==> config.mk <==
export PLATFORM = sky130hd
export DESIGN_NAME = if_stage
export DESIGN_NICKNAME = d
export VERILOG_FILES = /design/src/rtl/if_stage_pkg.sv /design/src/rtl/if_stage_out_buf.sv /design/src/rtl/if_stage.sv
export SDC_FILE = /design/constraint.sdc
export NUM_CORES = 1
export LEC_CHECK = 0
export CAP_MARGIN = 20
export CORE_ASPECT_RATIO = 2
export CORE_MARGIN = 1.5
export CORE_UTILIZATION = 45
export DETAILED_ROUTE_END_ITERATION = 12
export PLACE_DENSITY = 0.8
export REMOVE_ABC_BUFFERS = 1
export SLEW_MARGIN = 5
export SYNTH_ARGS = -nofsm -noshare
export SYNTH_HDL_FRONTEND = slang
export SYNTH_SLANG_ARGS = --single-unit
==> constraint.sdc <==
create_clock -name i_clk -period 2.84 [get_ports i_clk]
set_input_delay 0.568 -clock i_clk [delete_from_list [all_inputs] [get_ports i_clk]]
set_output_delay 0.568 -clock i_clk [all_outputs]
set_load 0.01 [all_outputs]
==> src/rtl/if_stage_pkg.sv <==
// Shared constants and payload types for the RV64 instruction-fetch stage.
// Consumers: if_stage, if_stage_out_buf.
package if_stage_pkg;

  localparam int BUS_64 = 64;
  localparam int BUS_32 = 32;

  localparam logic [BUS_64-1:0] RESET_PC = 64'h0000_0000_8000_0000;
  localparam logic [BUS_32-1:0] INST_NOP = 32'h0000_0013;
  localparam logic [BUS_64-1:0] PC_STEP  = 64'd4;

  typedef struct packed {
    logic [BUS_64-1:0] pc;
    logic [BUS_32-1:0] inst;
  } fetch_pkt_t;

  function automatic logic [BUS_64-1:0] align_pc(input logic [BUS_64-1:0] pc);
    return pc & ~64'h3;
  endfunction

endpackage

==> src/rtl/if_stage_out_buf.sv <==
// Single-entry valid/ready output register between fetch and decode.
// Flush beats load beats consume; a load in the same cycle as a consume refills the slot.
module if_stage_out_buf
  import if_stage_pkg::*;
(
  input  logic       i_clk,
  input  logic       i_rst_n,
  input  logic       i_load,
  input  fetch_pkt_t i_load_pkt,
  input  logic       i_consume,
  input  logic       i_flush,
  output logic       o_valid,
  output logic       o_slot_free,
  output fetch_pkt_t o_pkt
);

  logic       r_valid;
  fetch_pkt_t r_pkt;

  always_ff @(posedge i_clk or negedge i_rst_n) begin
    if (!i_rst_n) begin
      r_valid <= 1'b0;
      r_pkt   <= '{pc: '0, inst: INST_NOP};
    end else if (i_flush) begin
      r_valid <= 1'b0;
    end else if (i_load) begin
      r_valid <= 1'b1;
      r_pkt   <= i_load_pkt;
    end else if (r_valid && i_consume) begin
      r_valid <= 1'b0;
    end
  end

  assign o_valid     = r_valid;
  assign o_pkt       = r_pkt;
  assign o_slot_free = !r_valid || i_consume;

endmodule

==> src/rtl/if_stage.sv <==
// RV64 instruction-fetch stage: one outstanding imem request, redirect flush/kill.
// Optional misaligned-redirect trap enabled by defining IF_MISALIGN_TRAP_EN.
//   state  | meaning
//   S_REQ  | request pc when the output slot is free
//   S_WAIT | request accepted, waiting for rvalid (dropped if r_kill)
//   S_HALT | misaligned redirect seen; idle until an aligned redirect
module if_stage
  import if_stage_pkg::*;
(
  input  logic              i_clk,
  input  logic              i_rst_n,
  output logic              o_imem_req,
  output logic [BUS_64-1:0] o_imem_addr,
  input  logic              i_imem_gnt,
  input  logic              i_imem_rvalid,
  input  logic [BUS_32-1:0] i_imem_rdata,
  input  logic              i_redirect_valid,
  input  logic [BUS_64-1:0] i_redirect_pc,
  input  logic              i_id_ready,
  output logic              o_inst_valid,
  output logic [BUS_32-1:0] o_inst,
  output logic [BUS_64-1:0] o_inst_pc,
  output logic              o_fetch_misalign
);

  typedef enum logic [1:0] {
    S_REQ  = 2'd0,
    S_WAIT = 2'd1,
    S_HALT = 2'd2
  } state_e;

  state_e            r_state;
  state_e            w_state_nxt;
  logic [BUS_64-1:0] r_pc;
  logic [BUS_64-1:0] w_pc_nxt;
  logic              r_kill;
  logic              w_kill_nxt;
  logic              w_load;
  logic              w_flush;
  logic              w_slot_free;
  logic              w_req;
  logic              w_inflight;
  logic [BUS_64-1:0] w_redir_pc;
  fetch_pkt_t        w_load_pkt;
  fetch_pkt_t        w_out_pkt;

`ifdef IF_MISALIGN_TRAP_EN
  logic r_misalign;
  logic w_misalign_nxt;
  logic w_misaligned;

  assign w_misaligned = |i_redirect_pc[1:0];
  assign w_redir_pc   = i_redirect_pc;
`else
  assign w_redir_pc   = align_pc(i_redirect_pc);
`endif

  assign w_req      = (r_state == S_REQ) && w_slot_free;
  assign w_load_pkt = '{pc: r_pc, inst: i_imem_rdata};

  // A request is still owed a response after this cycle; a redirect now must kill it.
  assign w_inflight = ((r_state == S_WAIT) && !i_imem_rvalid) ||
                      ((r_state == S_REQ)  && w_req && i_imem_gnt) ||
                      ((r_state == S_HALT) && r_kill && !i_imem_rvalid);

  always_comb begin
    w_state_nxt = r_state;
    w_pc_nxt    = r_pc;
    w_kill_nxt  = r_kill;
    w_load      = 1'b0;
    w_flush     = 1'b0;
`ifdef IF_MISALIGN_TRAP_EN
    w_misalign_nxt = r_misalign;
`endif

    case (r_state)
      S_REQ: begin
        if (w_req && i_imem_gnt) w_state_nxt = S_WAIT;
      end
      S_WAIT: begin
        if (i_imem_rvalid) begin
          w_state_nxt = S_REQ;
          if (r_kill) begin
            w_kill_nxt = 1'b0;
          end else begin
            w_load   = 1'b1;
            w_pc_nxt = r_pc + PC_STEP;
          end
        end
      end
      S_HALT: begin
        if (i_imem_rvalid) w_kill_nxt = 1'b0;
      end
      default: w_state_nxt = S_REQ;
    endcase

    if (i_redirect_valid) begin
      w_flush  = 1'b1;
      w_load   = 1'b0;
      w_pc_nxt = w_redir_pc;
      if (w_inflight) begin
        w_kill_nxt  = 1'b1;
        w_state_nxt = S_WAIT;
      end else begin
        w_kill_nxt  = 1'b0;
        w_state_nxt = S_REQ;
      end
`ifdef IF_MISALIGN_TRAP_EN
      if (w_misaligned) begin
        w_misalign_nxt = 1'b1;
        w_state_nxt    = S_HALT;
      end else begin
        w_misalign_nxt = 1'b0;
      end
`endif
    end
  end

  always_ff @(posedge i_clk or negedge i_rst_n) begin
    if (!i_rst_n) begin
      r_state <= S_REQ;
      r_pc    <= RESET_PC;
      r_kill  <= 1'b0;
    end else begin
      r_state <= w_state_nxt;
      r_pc    <= w_pc_nxt;
      r_kill  <= w_kill_nxt;
    end
  end

`ifdef IF_MISALIGN_TRAP_EN
  always_ff @(posedge i_clk or negedge i_rst_n) begin
    if (!i_rst_n) r_misalign <= 1'b0;
    else          r_misalign <= w_misalign_nxt;
  end
  assign o_fetch_misalign = r_misalign;
`else
  assign o_fetch_misalign = 1'b0;
`endif

  if_stage_out_buf u_out_buf (
    .i_clk       (i_clk),
    .i_rst_n     (i_rst_n),
    .i_load      (w_load),
    .i_load_pkt  (w_load_pkt),
    .i_consume   (i_id_ready),
    .i_flush     (w_flush),
    .o_valid     (o_inst_valid),
    .o_slot_free (w_slot_free),
    .o_pkt       (w_out_pkt)
  );

  assign o_inst      = w_out_pkt.inst;
  assign o_inst_pc   = w_out_pkt.pc;
  assign o_imem_req  = w_req;
  assign o_imem_addr = r_pc;

endmodule

# == Word level (Yosys, flattened, before mapping) ==
# Cells that the tools add are included.
# classes
n_lt_le_gt_ge,0
div,0
n_eq_ne,6
reduce_logical,23
muxes,21
n_mul,0
bitwise,1
add_sub_neg,1
shift,0
# op_table
op,count
64-bit 2-to-1 mux,4
64-bit by 3-bit adder with 64-bit output (second input constant),1
1-bit 2-to-1 mux,13
1-bit logical AND,8
2-bit 2-to-1 mux,3
2-bit one-hot mux with 3 select lines,1
3-bit AND reduction,2
2-bit nonzero test,3
2-bit != test (second input constant),2
2-bit AND reduction,2
1-bit logical OR,3
3-bit by 2-bit != test with 1-bit output (second input constant),1
3-bit != test (second input constant),1
3-bit nonzero test,1
2-bit by 1-bit equality test with 1-bit output (second input constant),1
2-bit equality test (second input constant),1
1-bit logical NOT,2
2-bit logical NOT,1
2-bit OR reduction,1
1-bit inverter,1
# word_totals
ramBits,0
out_inout_bits,163
rom_bits,0
register_bits,164
inputBits,102
latch_bits,0
word_cells,58
n_memories,0

# == Longest topological paths before layout ==
# depth
ltp_word,9
depth_mapped,7
mapped_depth_nobuf,6

# == By module ==
# A second synthesis with hierarchy kept.
# unflattened
cells_unflattened,639
hier_area_um2,7559.8
# by_module_without_submodules
module,area_per_inst_um2,cells_each,seq_area_each_um2,instances
if_stage_out_buf,3814.9,208,2431.1,1
if_stage,3744.8,431,1602.8,1

# == Least setup slack after synthesis ==
# OpenSTA, ideal clock, no wires.
# synth_timing
path_type,flip-flop to flip-flop
startpoint,reg r_pc[2] (netlist: o_imem_addr[2])
endpoint,reg r_pc[38] (netlist: o_imem_addr[38])
synth_period_minus_slack_ns,2.215
t_required_ns,2.711
path_slack_ns,0.625
stages_incl_launch_ff,8
setup_time_ns,0.129
arrival_ns,2.087
n_path_buf,1
path_cell_list,dfrtp_1 > ha_1 > nand4b_1 > or4_1 > clkbuf_2 > nor4_1 > xnor2_1 > o21ai_1
# synth_via
elab_chain_len,5
# synth_rtl
item,line,text
start: declaration,if_stage.sv:34,logic [BUS_64-1:0] r_pc;
start signal: assignment,if_stage.sv:126,r_pc <= w_pc_nxt;
64-bit by 3-bit adder with 64-bit output,if_stage.sv:87,w_pc_nxt = r_pc + PC_STEP;
64-bit 2-to-1 mux,if_stage.sv:83,if (r_kill) begin
64-bit 2-to-1 mux,if_stage.sv:81,if (i_imem_rvalid) begin
64-bit 2-to-1 mux,if_stage.sv:76,case (r_state)
64-bit 2-to-1 mux,if_stage.sv:97,if (i_redirect_valid) begin
# Every way passes these cells. The select of a mux whose other input is x is not followed.
# A chain may end at the register's enable or synchronous reset.

# == Final worst setup path ==
# layout_timing
startpoint,in i_imem_rvalid
endpoint,reg r_pc[52] (netlist: o_imem_addr[52])
# layout_via
elab_chain_len,2
# layout_rtl
item,line,text
start: declaration,if_stage.sv:15,"input logic i_imem_rvalid,"
2-bit nonzero test (no source line),--,
3-bit AND reduction (no source line),--,
# Every way passes these cells.

==> results by stage <==
Outcome:
- The flow ran to the end, and the final reports show no timing, DRC or antenna violations.

Critical path:
- The cell count of the worst reg-to-reg path is 7.
- The worst endpoint data arrival time is 2.85 ns.
- For this design, the slowest cell found on the critical path is clkdlybuf4s50_1.
- In this run the critical register-to-register path is captured at o_imem_addr[52]$_DFFE_PN0P_.
- In this run the worst path has a maximum fanout of 7.
- The worst-case register-to-register setup slack is 0.36 ns.
- For the worst setup path, the data required time is 3.20 ns.
- The signal on the critical path passes through clkdlybuf4s50_1 > nand4b_1 > buf_4 > nor4_4 > nand4_2 > or4_1 > nand3_1.
- On the worst path, the slowest cell contributes a delay of 0.54 ns.
- The startpoint of the worst-slack reg-to-reg timing path is o_imem_addr[2]$_DFFE_PN0P_.
- The dominant delay contributor by cell family on the critical path is simple AND/OR/NAND/NOR gates.
- The worst setup path is of the in -> reg kind.
- The startpoint class of the critical path is an input pin.
- The count of buffer and inverter cells on the critical path is 2.
- The endpoint kind of the worst setup timing path is a flop.

Timing:
- The number of slew-limit violations in the final report was 0.
- In the finished design, the share of the clock period the worst path needs comes to 0.877.
- The total negative setup slack is 0 ns.
- The number of endpoints failing setup at the final stage is 0.
- Setup repair after global routing left no endpoint under its margin.
- The number of hold violations in the final report was 0.
- At the pin with the least slew margin, the transition time is 0.629 ns.
- The post-route minimum period is 2.49 ns.
- The worst slew margin relative to its limit is 0.581.
- Across the routed clock network, the largest skew measured is 0.0110 ns.
- Derived from the worst setup path, the maximum achievable clock frequency is 402 MHz.
- The worst-case setup margin in the final layout is 0.350 ns.

Global route:
- For this run, the total global-route usage over all layers was measured as 0.252.
- The maximum number of pins on one net before global-route repair is 80.
- The initial antenna violation count is 0.
- The number of global-route vias before repair is 6569.
- The wire length of the first global-routing pass is 33.3 mm.
- The total global routing overflow is 0.

Placed design:
- The number of port buffers is 257.
- Detailed placement ended at an HPWL of 15.0 mm.
- In this run, placement finished with an instance count of 1112.
- The congestion estimate from routability-driven global placement came to 0.810.
- The setup slack after placement is -0.0436 ns.

Logic synthesis:
- The fraction of post-synthesis cell area in the top cell type by area is 0.527.
- The number of synthesized register bits is 159.
- The leading cell type by number of instances after synthesis is dfrtp_1.
- The cell type with the highest aggregate area in the netlist is dfrtp_1.
- In this run, synthesis inferred 0 flip-flops with an integrated enable.
- Yosys attributes the largest share of cell area to dfrtp_1, mux2_2, nand2_1.
- By count the netlist is led by dfrtp_1, mux2_2, nand2_1.
- In the synthesized netlist the dominant register cell turns out to be dfrtp_1.
- The share of flip-flops with an asynchronous set or reset is 1.00.
- The yosys synthesis warning count is 0.
- In this run the cell area of the synthesized design comes to 7360 um2.
- The number of distinct library cell variants in the gate-level netlist after synthesis is 47.
- The share of synthesized area occupied by flip-flops and latches is 0.541.
- The synthesized netlist cell count is 662.
- The synthesized area divided by synthesized cell count is 11.1 um2.

Clocking:
- Post-CTS repair changed the size of 0 cells.
- CTS saw 159 sinks.
- Post-CTS timing repair inserted 0 buffers for setup.
- In this run, post-CTS hold repair placed 0 buffers.
- Clock latency on the worst-skew pair, taken at its later pin, is 0.43 ns.
- The clock-pin slew on the worst setup and hold paths is 0.07 ns.
- The number of clock buffers inserted by TritonCTS is 17.
- The root cell of the clock tree is clkbuf_16.
- TritonCTS built the clock tree.
- In this run the number of H-tree levels came out at 4.
- The number of buffers between clock root and the deepest sink is 2.

Power:
- IR analysis of the VDD net gives a maximum drop of 0.544 mV.
- In this run the static leakage power is 4.44 nW.
- Power spread over the standard cell area amounts to 810 nW/um2.
- The total design power is 0.00879 W.

Floorplan:
- The die footprint is 17200 um2.
- Measured along the x axis, the die boundary spans 93.5 um.
- The initial utilization of the core area, before any placement, comes to 0.457.
- The core region is 16100 um2.
- After floorplanning, the core was divided into 66 placement rows.
- The count of pins on the block boundary is 265.
- The vertical die dimension is 184 um.

Detailed routing:
- The count of TritonRoute iterations in the first routing pass is 5.
- The routed design has 20.7 mm of wire.
- After detailed routing, the average wire length per cell comes to 18.1 um.
- The average via count per standard cell is 5.51.
- In this run the remaining antenna-violating nets after routing total 0.
- For this block, the initial DRC count from the detailed router was 267.
- After detailed routing, the number of remaining DRC violations is 0.
- Detailed routing inserted a total of 6305 vias.

Layout:
- From synthesis to final layout, the design area changed by 47.3%.
- Fill cells in the final layout number 1231.
- The count of nets after finishing is 1030.
- The post-layout utilization of the core is 0.674.
- The filler-free cell count of the finished design is 1144.
- The antenna diode count is 0.
- The share of cells above drive strength 1 is 0.167.

Run:
- Max-cap violations in this run came to 0.

Worst hold path:
- The worst hold-check path type is in -> async.
## stage by stage
step,instance area (um2),hold slack (ns)
after floorplan,7220,0.272
after global placement,10300,0.461
after detailed placement,10300,0.474
after CTS,10800,0.151
after global routing,10800,0.192
final,10800,0.141
## how the worst max path moves through the flow
stage	end	cells past startpoint	startpoint
floorplan	o_imem_addr[44]$_DFFE_PN0P_	5	i_imem_rvalid
global placement	o_imem_addr[52]$_DFFE_PN0P_	7	i_imem_rvalid
detailed placement	o_imem_addr[52]$_DFFE_PN0P_	7	i_imem_rvalid
CTS	o_imem_addr[52]$_DFFE_PN0P_	7	o_imem_addr[2]$_DFFE_PN0P_
global route	o_imem_addr[52]$_DFFE_PN0P_	7	o_imem_addr[2]$_DFFE_PN0P_
finish	o_imem_addr[52]$_DFFE_PN0P_	7	i_imem_rvalid
## logic make-up (layout without fill, tap and decap cells)
family	Yosys count	after routing	share of synthesized area
mux	92	92	0.140
other cells	1	5	0.000509
compound gates	77	77	0.0607
simple gates	243	243	0.179
buf+inv	47	321	0.0268
fa+ha+maj	1	1	0.00170
flops	159	159	0.541
xor+xnor	42	42	0.0499
## sequential cells by signal, summed over array words and instances, names as in the netlist
register,count
u_out_buf.o_pkt,94
r_state,1
u_out_buf.o_valid,1
r_kill,1
o_imem_addr,62
## report_power, final
group	total, W	internal, W	leakage, nW	switching [W]
combinational	0.00299	0.00189	2.24	0.00110
clock	0.00232	0.00133	0.288	0.000989
sequential	0.00347	0.00300	1.91	0.000472
## per-layer routing
layer  vias to the layer above  global-route usage  part of all wire
met5                         -                   0                 0
met4                         0              0.0994             0.026
met3                        40              0.0757             0.084
met2                       286               0.410              0.49
met1                      3072               0.308              0.40
li1                       2907                   -                 -
## layout make-up
type                    instances  area [um2]  share of cell area
clock buffers                  18         439              0.0405
clock inverters                14         155              0.0143
inverters                      11        41.3             0.00381
multi-input cells             460        3210               0.296
flip-flops and latches        159        3980               0.367
well taps                     204         255              0.0235
repair buffers                278        2770               0.255
## cell usage in the layout, fill, tap and decap left out, drive strengths merged, types with 3 or more instances in the layout
cell	Yosys	layout
and3	7	7
or4	11	11
o21ai	54	54
conb	1	5
a31oi	4	4
inv	11	16
buf	13	23
mux2i	4	4
dfstp	4	4
nor3	15	15
nand3	24	24
clkbuf	23	18
xor2	17	17
a22oi	10	10
a221o	3	3
or3	3	3
clkdlybuf4s50	0	255
dfrtp	155	155
nor4	16	16
nor2b	13	13
xnor2	25	25
nand2	87	87
mux2	88	88
nand4b	3	3
and2	6	6
and4	8	8
nor2	14	14
nand4	29	29
clkinv	0	5
No activity file was read; power rests on OpenSTA's default activity.
